===== config.mk =====
export PLATFORM = sky130hd
export DESIGN_NAME = mux_rr_arbiter
export DESIGN_NICKNAME = d
export VERILOG_FILES = /design/src/rtl/mux_rr_arbiter.sv
export SDC_FILE = /design/constraint.sdc
export NUM_CORES = 1
export LEC_CHECK = 0
export ABC_AREA = 1
export CAP_MARGIN = 20
export CELL_PAD_IN_SITES_DETAIL_PLACEMENT = 0
export CELL_PAD_IN_SITES_GLOBAL_PLACEMENT = 1
export CORE_ASPECT_RATIO = 1.75
export CORE_UTILIZATION = 34
export DETAILED_ROUTE_END_ITERATION = 10
export PLACE_DENSITY_LB_ADDON = 0.1
export SYNTH_ARGS = -nofsm -noshare
export SYNTH_HDL_FRONTEND = slang
export SYNTH_SLANG_ARGS = --single-unit

===== constraint.sdc =====
create_clock -name clk -period 3.3 [get_ports clk]
set_input_delay 0.66 -clock clk [delete_from_list [all_inputs] [get_ports clk]]
set_output_delay 0.66 -clock clk [all_outputs]
set_load 0.02 [all_outputs]

===== src/rtl/mux_rr_arbiter.sv =====
// Round-robin arbiter for eight requesters sharing one 8:1 data mux.
// A requester holds the path for at most MAX_HOLD consecutive cycles. The
// grant is released early when the owner drops its request, and ownership
// passes straight to the next requester in circular order.
module mux_rr_arbiter #(
    parameter int unsigned MAX_HOLD = 4
) (
    input  logic       clk,
    input  logic       rst,
    input  logic [7:0] req,
    input  logic [7:0] a,
    output logic [7:0] grant,
    output logic [2:0] sel,
    output logic       y,
    output logic       valid
);

    localparam logic [3:0] MAX_HOLD_C = 4'(MAX_HOLD);

    typedef enum logic {
        IDLE  = 1'b0,
        GRANT = 1'b1
    } state_t;

    state_t     state_r;
    logic [7:0] grant_r;
    logic [2:0] sel_r;
    logic [2:0] ptr_r;
    logic [3:0] cnt_r;

    logic       release_s;
    logic [2:0] search_ptr_s;
    logic [2:0] winner_s;
    logic       any_req_s;

    // First requesting index at or after p, in ascending order modulo 8.
    function automatic logic [2:0] rr_pick(input logic [7:0] r, input logic [2:0] p);
        logic [2:0] idx;
        logic       found;
        rr_pick = p;
        found   = 1'b0;
        for (int k = 0; k < 8; k++) begin
            idx = p + 3'(k);
            if (!found && r[idx]) begin
                rr_pick = idx;
                found   = 1'b1;
            end else begin
                found   = found;
            end
        end
    endfunction

    // Release decision and winner search. On a release the search starts
    // just past the outgoing owner, so the rotation advances in the same edge.
    always_comb begin
        any_req_s    = |req;
        release_s    = 1'b0;
        search_ptr_s = ptr_r;
        if (state_r == GRANT) begin
            release_s = (req[sel_r] == 1'b0) || (cnt_r == MAX_HOLD_C);
            if (release_s) begin
                search_ptr_s = sel_r + 3'd1;
            end else begin
                search_ptr_s = ptr_r;
            end
        end else begin
            release_s    = 1'b0;
            search_ptr_s = ptr_r;
        end
        winner_s = rr_pick(req, search_ptr_s);
    end

    // Arbitration state machine with registered grant and select.
    always_ff @(posedge clk) begin
        if (rst) begin
            state_r <= IDLE;
            grant_r <= 8'h00;
            sel_r   <= 3'd0;
            ptr_r   <= 3'd0;
            cnt_r   <= 4'd0;
        end else begin
            case (state_r)
                IDLE: begin
                    if (any_req_s) begin
                        state_r <= GRANT;
                        grant_r <= 8'h01 << winner_s;
                        sel_r   <= winner_s;
                        cnt_r   <= 4'd1;
                    end else begin
                        state_r <= IDLE;
                        grant_r <= 8'h00;
                    end
                end
                GRANT: begin
                    if (release_s) begin
                        ptr_r <= search_ptr_s;
                        if (any_req_s) begin
                            state_r <= GRANT;
                            grant_r <= 8'h01 << winner_s;
                            sel_r   <= winner_s;
                            cnt_r   <= 4'd1;
                        end else begin
                            state_r <= IDLE;
                            grant_r <= 8'h00;
                        end
                    end else begin
                        cnt_r <= cnt_r + 4'd1;
                    end
                end
                default: begin
                    state_r <= IDLE;
                    grant_r <= 8'h00;
                    sel_r   <= 3'd0;
                    ptr_r   <= 3'd0;
                    cnt_r   <= 4'd0;
                end
            endcase
        end
    end

    assign grant = grant_r;
    assign sel   = sel_r;
    assign valid = |grant_r;
    assign y     = (|grant_r) ? a[sel_r] : 1'b0;

endmodule


==> flow_summary.json, run 1 <==
{
  "final_layout_size_suffix_gt1_share_pct": 39.9,
  "crit_chain": "inv_2 > nand2_1 > nand3_2 > nand3_2 > nand3_4 > nand2_8 > nand2_4 > nand2_4 > ha_4 > inv_4 > nand3_2 > nand3_2 > nand2_2 > nand3_4 > nor2_8 > nand2_4 > nor2_4 > buf_4 > nand4_4 > nand2_4 > nand2_1 > nor2_1 > nor2_1 > nor2_1",
  "route.met2.wl_um": 4360,
  "cts_tree": "yes",
  "grt_overflow": 0,
  "status": "finished clean",
  "areaGrowthSynthToFinish_pct": 61.5,
  "antenna_found_initial": 0,
  "max-slew-margin-rel_pct": 65.6,
  "numCtsBuffers": 3,
  "netlist_area_mm2": 0.00211,
  "ios": 31,
  "h-tree-depth": 1,
  "drt_wl_total_um": 7770,
  "cp_num_cells": 24,
  "end_kind": "register",
  "hpwl_um": 5880,
  "io_buffers": 30,
  "critPathMaxFanout": 9,
  "top_layer": "met4",
  "async_reset_ff_share_pct": 0,
  "fmax_mhz": 326,
  "drtIter0Drc": 151,
  "holdPathStages": 2,
  "met1_length_um": 2820,
  "core_area_mm2": 0.00593,
  "antenna_cells": 0,
  "synth_warnings": 0,
  "finalCritPeriodShare_pct": 93.1,
  "max-cap-violations": 0,
  "ant_nets": 0,
  "ys_seq_area_share_pct": 18.0,
  "required_ns": 3.50,
  "grt_usage_pct": 24.9,
  "die_h_um": 106,
  "final_util_pct": 57.5,
  "nets": 489,
  "critPathKind": "register to register",
  "drc_errors": 0,
  "ys_types": 34,
  "clk_pin_slew_worst_paths_ns": 0.07,
  "wl_per_cell_um": 14.3,
  "rows": 37,
  "final_cell_mix": "nand2_1, buf_4, nand3_1",
  "synth_enable_flop_cells": 0,
  "fin_skew_ns": 0.00114,
  "cts_sinks": 19,
  "hp-class": "register to register",
  "via_count": 2746,
  "min_period_ns": 3.07,
  "gp_congestion": 0.964,
  "critical_path_arrival_ns": 3.27,
  "critPathTopFamily": "simple AND/OR/NAND/NOR gates",
  "die-area_mm2": 0.00653,
  "finalNonFillerCells": 544,
  "synth_area_per_cell_um2": 5.92,
  "clockBufferDepth": 2,
  "slew_viol_final": 0,
  "final_common_cell": "nand2_1",
  "place_inst": 517,
  "wl_met3_um": 215,
  "clk_latency_ns": 0.26,
  "setup.worst_path.start_class": "register",
  "max_stage_delay_ns": 0.38,
  "path_buf_inv": 3,
  "initial_utilization_pct": 35.6,
  "hold_viol": 0,
  "timing.setup.tns_ns": 0,
  "finalSetupViolCount": 0,
  "synth_fp_nets": 378,
  "cp_slowest_cell": "dfxtp_4",
  "via_per_inst": 5.05,
  "rr_worst_depth": 24,
  "drtPass1Iterations": 4,
  "cts_root_buf": "clkbuf_8",
  "syn_inst": 356,
  "synth_seq_cells": 19,
  "dieWidth_um": 61.5,
  "tightest_slew_ns": 0.515,
  "synth_top_flop_cell": "dfxtp_1",
  "grt_max_degree": 16,
  "first_global_vias": 2776,
  "grt_pass1_wl_um": 12400
}
-- cells in the mapped netlist (all sizes together), types with 3 or more instances --
| cell type | number | area share [%] |
|---|---|---|
| a21oi | 10 | 2.4 |
| buf | 5 | 2.7 |
| dfxtp | 19 | 18 |
| ha | 4 | 2.4 |
| inv | 39 | 7.1 |
| nand2 | 121 | 25 |
| nand3 | 78 | 22 |
| nand4 | 9 | 3.0 |
| nor2 | 42 | 8.7 |
| nor3 | 3 | 0.95 |
| nor4 | 3 | 0.89 |
| o21ai | 10 | 2.4 |
-- stage by stage --
step	hold WS (ns)	worst slack, ns	cell area, µm²
final	0.494	0.229	3400
after global routing	0.521	-0.0315	3400
after CTS	0.492	0.0912	3110
after detailed placement	0.481	-0.483	2890
after global placement	0.476	-0.456	2890
after floorplan	0.457	0.0812	2110
-- cell type report --
cell class / instances / area [µm²]
fill: 652 / 2520
inverter: 39 / 154
timing repair buffer: 113 / 917
multi-input combinational: 291 / 1810
clock buffer: 4 / 45.0
tap: 78 / 97.6
sequential: 19 / 385
-- worst paths after layout --
| check | from | end | slack (ns) |
|---|---|---|---|
| setup / recovery | sel[0] | grant[7] | 0.23 |
| hold / removal | grant[5] | grant[5] | 0.49 |
| setup reg to reg | sel[0] | grant[7] | 0.23 |
| hold reg to reg | grant[5] | grant[5] | 0.49 |
-- cell families (layout without fill, tap and decap cells) --
family | after synthesis | count (layout) | share of synthesized area [%]
AOI/OAI and AO/OA | 27 | 27 | 7.89
xor gates and xnor gates | 1 | 1 | 0.416
adders and majority gates | 4 | 4 | 2.37
buffers and inverters | 46 | 156 | 10.1
DFF | 19 | 19 | 18.0
and+or+nand+nor | 259 | 259 | 61.2
-- timing repair --
action,CTS,global route
setup endpoints to repair,11,11
hold buffers,0,0
buffers inserted,10,13
pin swaps,14,30
gates resized for setup,39,74
-- registers in the layout, summed over array words and instances (netlist names) --
| register | count |
|---|---|
| sel | 3 |
| cnt_r | 4 |
| ptr_r | 3 |
| grant | 8 |
| state_r | 1 |
-- worst reg2reg max path, stage by stage (launching register included) --
cell,delay [ns]
dfxtp_4,0.38
inv_2,0.15
nand2_1,0.09
nand3_2,0.08
nand3_2,0.11
nand3_4,0.17
nand2_8,0.09
nand2_4,0.12
nand2_4,0.07
ha_4,0.31
inv_4,0.05
nand3_2,0.08
nand3_2,0.07
nand2_2,0.11
nand3_4,0.11
nor2_8,0.14
nand2_4,0.08
nor2_4,0.14
buf_4,0.14
nand4_4,0.09
nand2_4,0.11
nand2_1,0.07
nor2_1,0.12
nor2_1,0.05
nor2_1,0.07
-- metal layers --
metal / GRT usage [%] / up-vias
met5: 0 / -
met4: 14.4 / 0
met3: 2.80 / 29
met2: 44.7 / 55
met1: 26.1 / 1265
li1: - / 1397
Power of run 1 is not shown: default switching activity piles up to over one toggle a cycle in this logic, so the estimate is an artifact.
==> inputs of run 2 (changes only) <==
--- a/config.mk
+++ b/config.mk
@@ -6,13 +6,13 @@
 export NUM_CORES = 1
 export LEC_CHECK = 0
 export ABC_AREA = 1
-export CAP_MARGIN = 20
+export CAP_MARGIN = 10
 export CELL_PAD_IN_SITES_DETAIL_PLACEMENT = 0
 export CELL_PAD_IN_SITES_GLOBAL_PLACEMENT = 1
 export CORE_ASPECT_RATIO = 1.75
 export CORE_UTILIZATION = 34
 export DETAILED_ROUTE_END_ITERATION = 10
-export PLACE_DENSITY_LB_ADDON = 0.1
+export PLACE_DENSITY = 0.8
 export SYNTH_ARGS = -nofsm -noshare
 export SYNTH_HDL_FRONTEND = slang
 export SYNTH_SLANG_ARGS = --single-unit
==> run 2 against run 1 <==
  * Cell area down 2.9%
  * First-iteration DRC count down 19%
  * Non-clock buffer count down 7
  * Worst setup slack worse by 0.013 ns
  * Flip-flop and latch count unchanged
  * Clock-buffer cell count down 1
  * Global-route usage down 0.91 points
  * Clock skew up 0.0078 ns
  * Sequential share of layout area up 0.26 points
  * Register-to-register slack about the same
  * Fmax down 0.42%
==> flow_summary.json, run 2 (synthesized netlist as in run 1, its figures left out) <==
{
  "cts_sinks": 19,
  "via_count": 2770,
  "final_common_cell": "nand2_1",
  "nets": 483,
  "clk_pin_slew_worst_paths_ns": 0.08,
  "hpwl_um": 5820,
  "gp_congestion": 0.910,
  "wl_met3_um": 151,
  "critical_path_arrival_ns": 3.21,
  "finalSetupViolCount": 0,
  "final_cell_mix": "nand2_1, buf_4, nand3_1",
  "grt_overflow": 0,
  "rows": 37,
  "multiInputGateArea_mm2": 0.00176,
  "antenna_cells": 0,
  "ant_nets": 0,
  "fmax_mhz": 324,
  "route.met2.wl_um": 4340,
  "postCtsHoldBufs": 0,
  "min_period_ns": 3.08,
  "drc_errors": 0,
  "core_area_mm2": 0.00593,
  "drt_wl_total_um": 7680,
  "fill_cells": 642,
  "ios": 31,
  "grt_pass1_wl_um": 12000,
  "clk_latency_ns": 0.26,
  "max-slew-margin-rel_pct": 63.9,
  "cts_root_buf": "clkbuf_8",
  "max-cap-violations": 0,
  "wl_per_cell_um": 14.3,
  "grt_usage_pct": 24.0,
  "drtPass1Iterations": 5,
  "fin_skew_ns": 0.00890,
  "first_global_vias": 2642,
  "areaGrowthSynthToFinish_pct": 56.8,
  "tightest_slew_ns": 0.540,
  "cts_tree": "yes",
  "final_util_pct": 55.8,
  "status": "finished clean",
  "largest_reg_flops": 8,
  "dieWidth_um": 61.5,
  "clockBufferDepth": 2,
  "numCtsBuffers": 3,
  "final_layout_size_suffix_gt1_share_pct": 38.7,
  "via_per_inst": 5.15,
  "slew_viol_final": 0,
  "critPathKind": "input pin to register",
  "grt_max_degree": 16,
  "hold_viol": 0,
  "drtIter0Drc": 122,
  "h-tree-depth": 1,
  "antenna_found_initial": 0,
  "required_ns": 3.43,
  "initial_utilization_pct": 35.6,
  "regArea_um2": 383,
  "top_layer": "met4",
  "finalCritPeriodShare_pct": 93.4,
  "die_h_um": 106,
  "critPathMaxFanout": 6,
  "die-area_mm2": 0.00653,
  "met1_length_um": 2830,
  "timing.setup.tns_ns": 0,
  "setup.worst_path.start_class": "input pin",
  "io_buffers": 30,
  "hp-class": "register to register",
  "end_kind": "register"
}
run 2: worst paths after layout:
path	endpoint	depth (start not counted)	from	slack, ns
setup reg to reg	grant[2]	24	sel[0]	0.22
setup / recovery	grant[2]	25	req[4]	0.22
hold reg to reg	grant[5]	2	grant[5]	0.50
hold / removal	grant[5]	2	grant[5]	0.50
run 2: per-layer routing:
metal  up-vias  GRT usage, %
met5         -             0
met4         0          11.1
met3        28         0.973
met2        65          44.6
met1      1287          26.0
li1       1390             -
run 2: cell type report:
type | instances | area share (%)
multi-input cells | 292 | 53.4
repair buffers | 106 | 26.0
flip-flops and latches | 19 | 11.6
inverters | 39 | 4.73
well taps | 78 | 2.95
clock buffers | 3 | 1.25
clock inverters | 1 | 0.151
run 2: worst max-delay path, cell delays in order:
cell,delay (ns)
clkbuf_2,0.09
inv_1,0.07
nand2_1,0.05
nand3_1,0.10
nand3_2,0.10
nand3_4,0.16
nand2_8,0.09
nand2_4,0.10
nand2_4,0.07
ha_4,0.31
inv_4,0.05
nand3_2,0.08
nand3_2,0.08
nand2_4,0.11
nand3_4,0.09
nor2_8,0.14
nand2_4,0.07
nor3_2,0.24
nor2_1,0.08
nand2_2,0.11
nand2_4,0.08
nand2_2,0.09
nor2_1,0.05
nor2_1,0.08
nor2_1,0.04
run 2: through the flow:
stage | instances | area [µm²] | worst slack [ns] | hold slack (ns)
floorplan | 356 | 2110 | 0.0812 | 0.457
global placement | 515 | 2880 | -0.479 | 0.474
detailed placement | 515 | 2880 | -0.509 | 0.485
CTS | 525 | 3070 | 0.117 | 0.499
global route | 538 | 3310 | -0.0534 | 0.518
finish | 538 | 3310 | 0.216 | 0.496
run 2: what timing repair did:
item | CTS | global route
buffers inserted | 6 | 12
pin swaps | 13 | 32
cloned | 0 | 1
resized for setup | 36 | 67
endpoints found under the setup margin | 11 | 11
Power of run 2 is left out for the same reason.
==> inputs of run 3 (changes only) <==
--- a/config.mk
+++ b/config.mk
@@ -16,3 +16,4 @@
 export SYNTH_ARGS = -nofsm -noshare
 export SYNTH_HDL_FRONTEND = slang
 export SYNTH_SLANG_ARGS = --single-unit
+export TNS_END_PERCENT = 5
==> results of run 3 <==
The final DEF is identical to that of run 2; final timing and power are the same.
Power of run 3 is left out for the same reason.
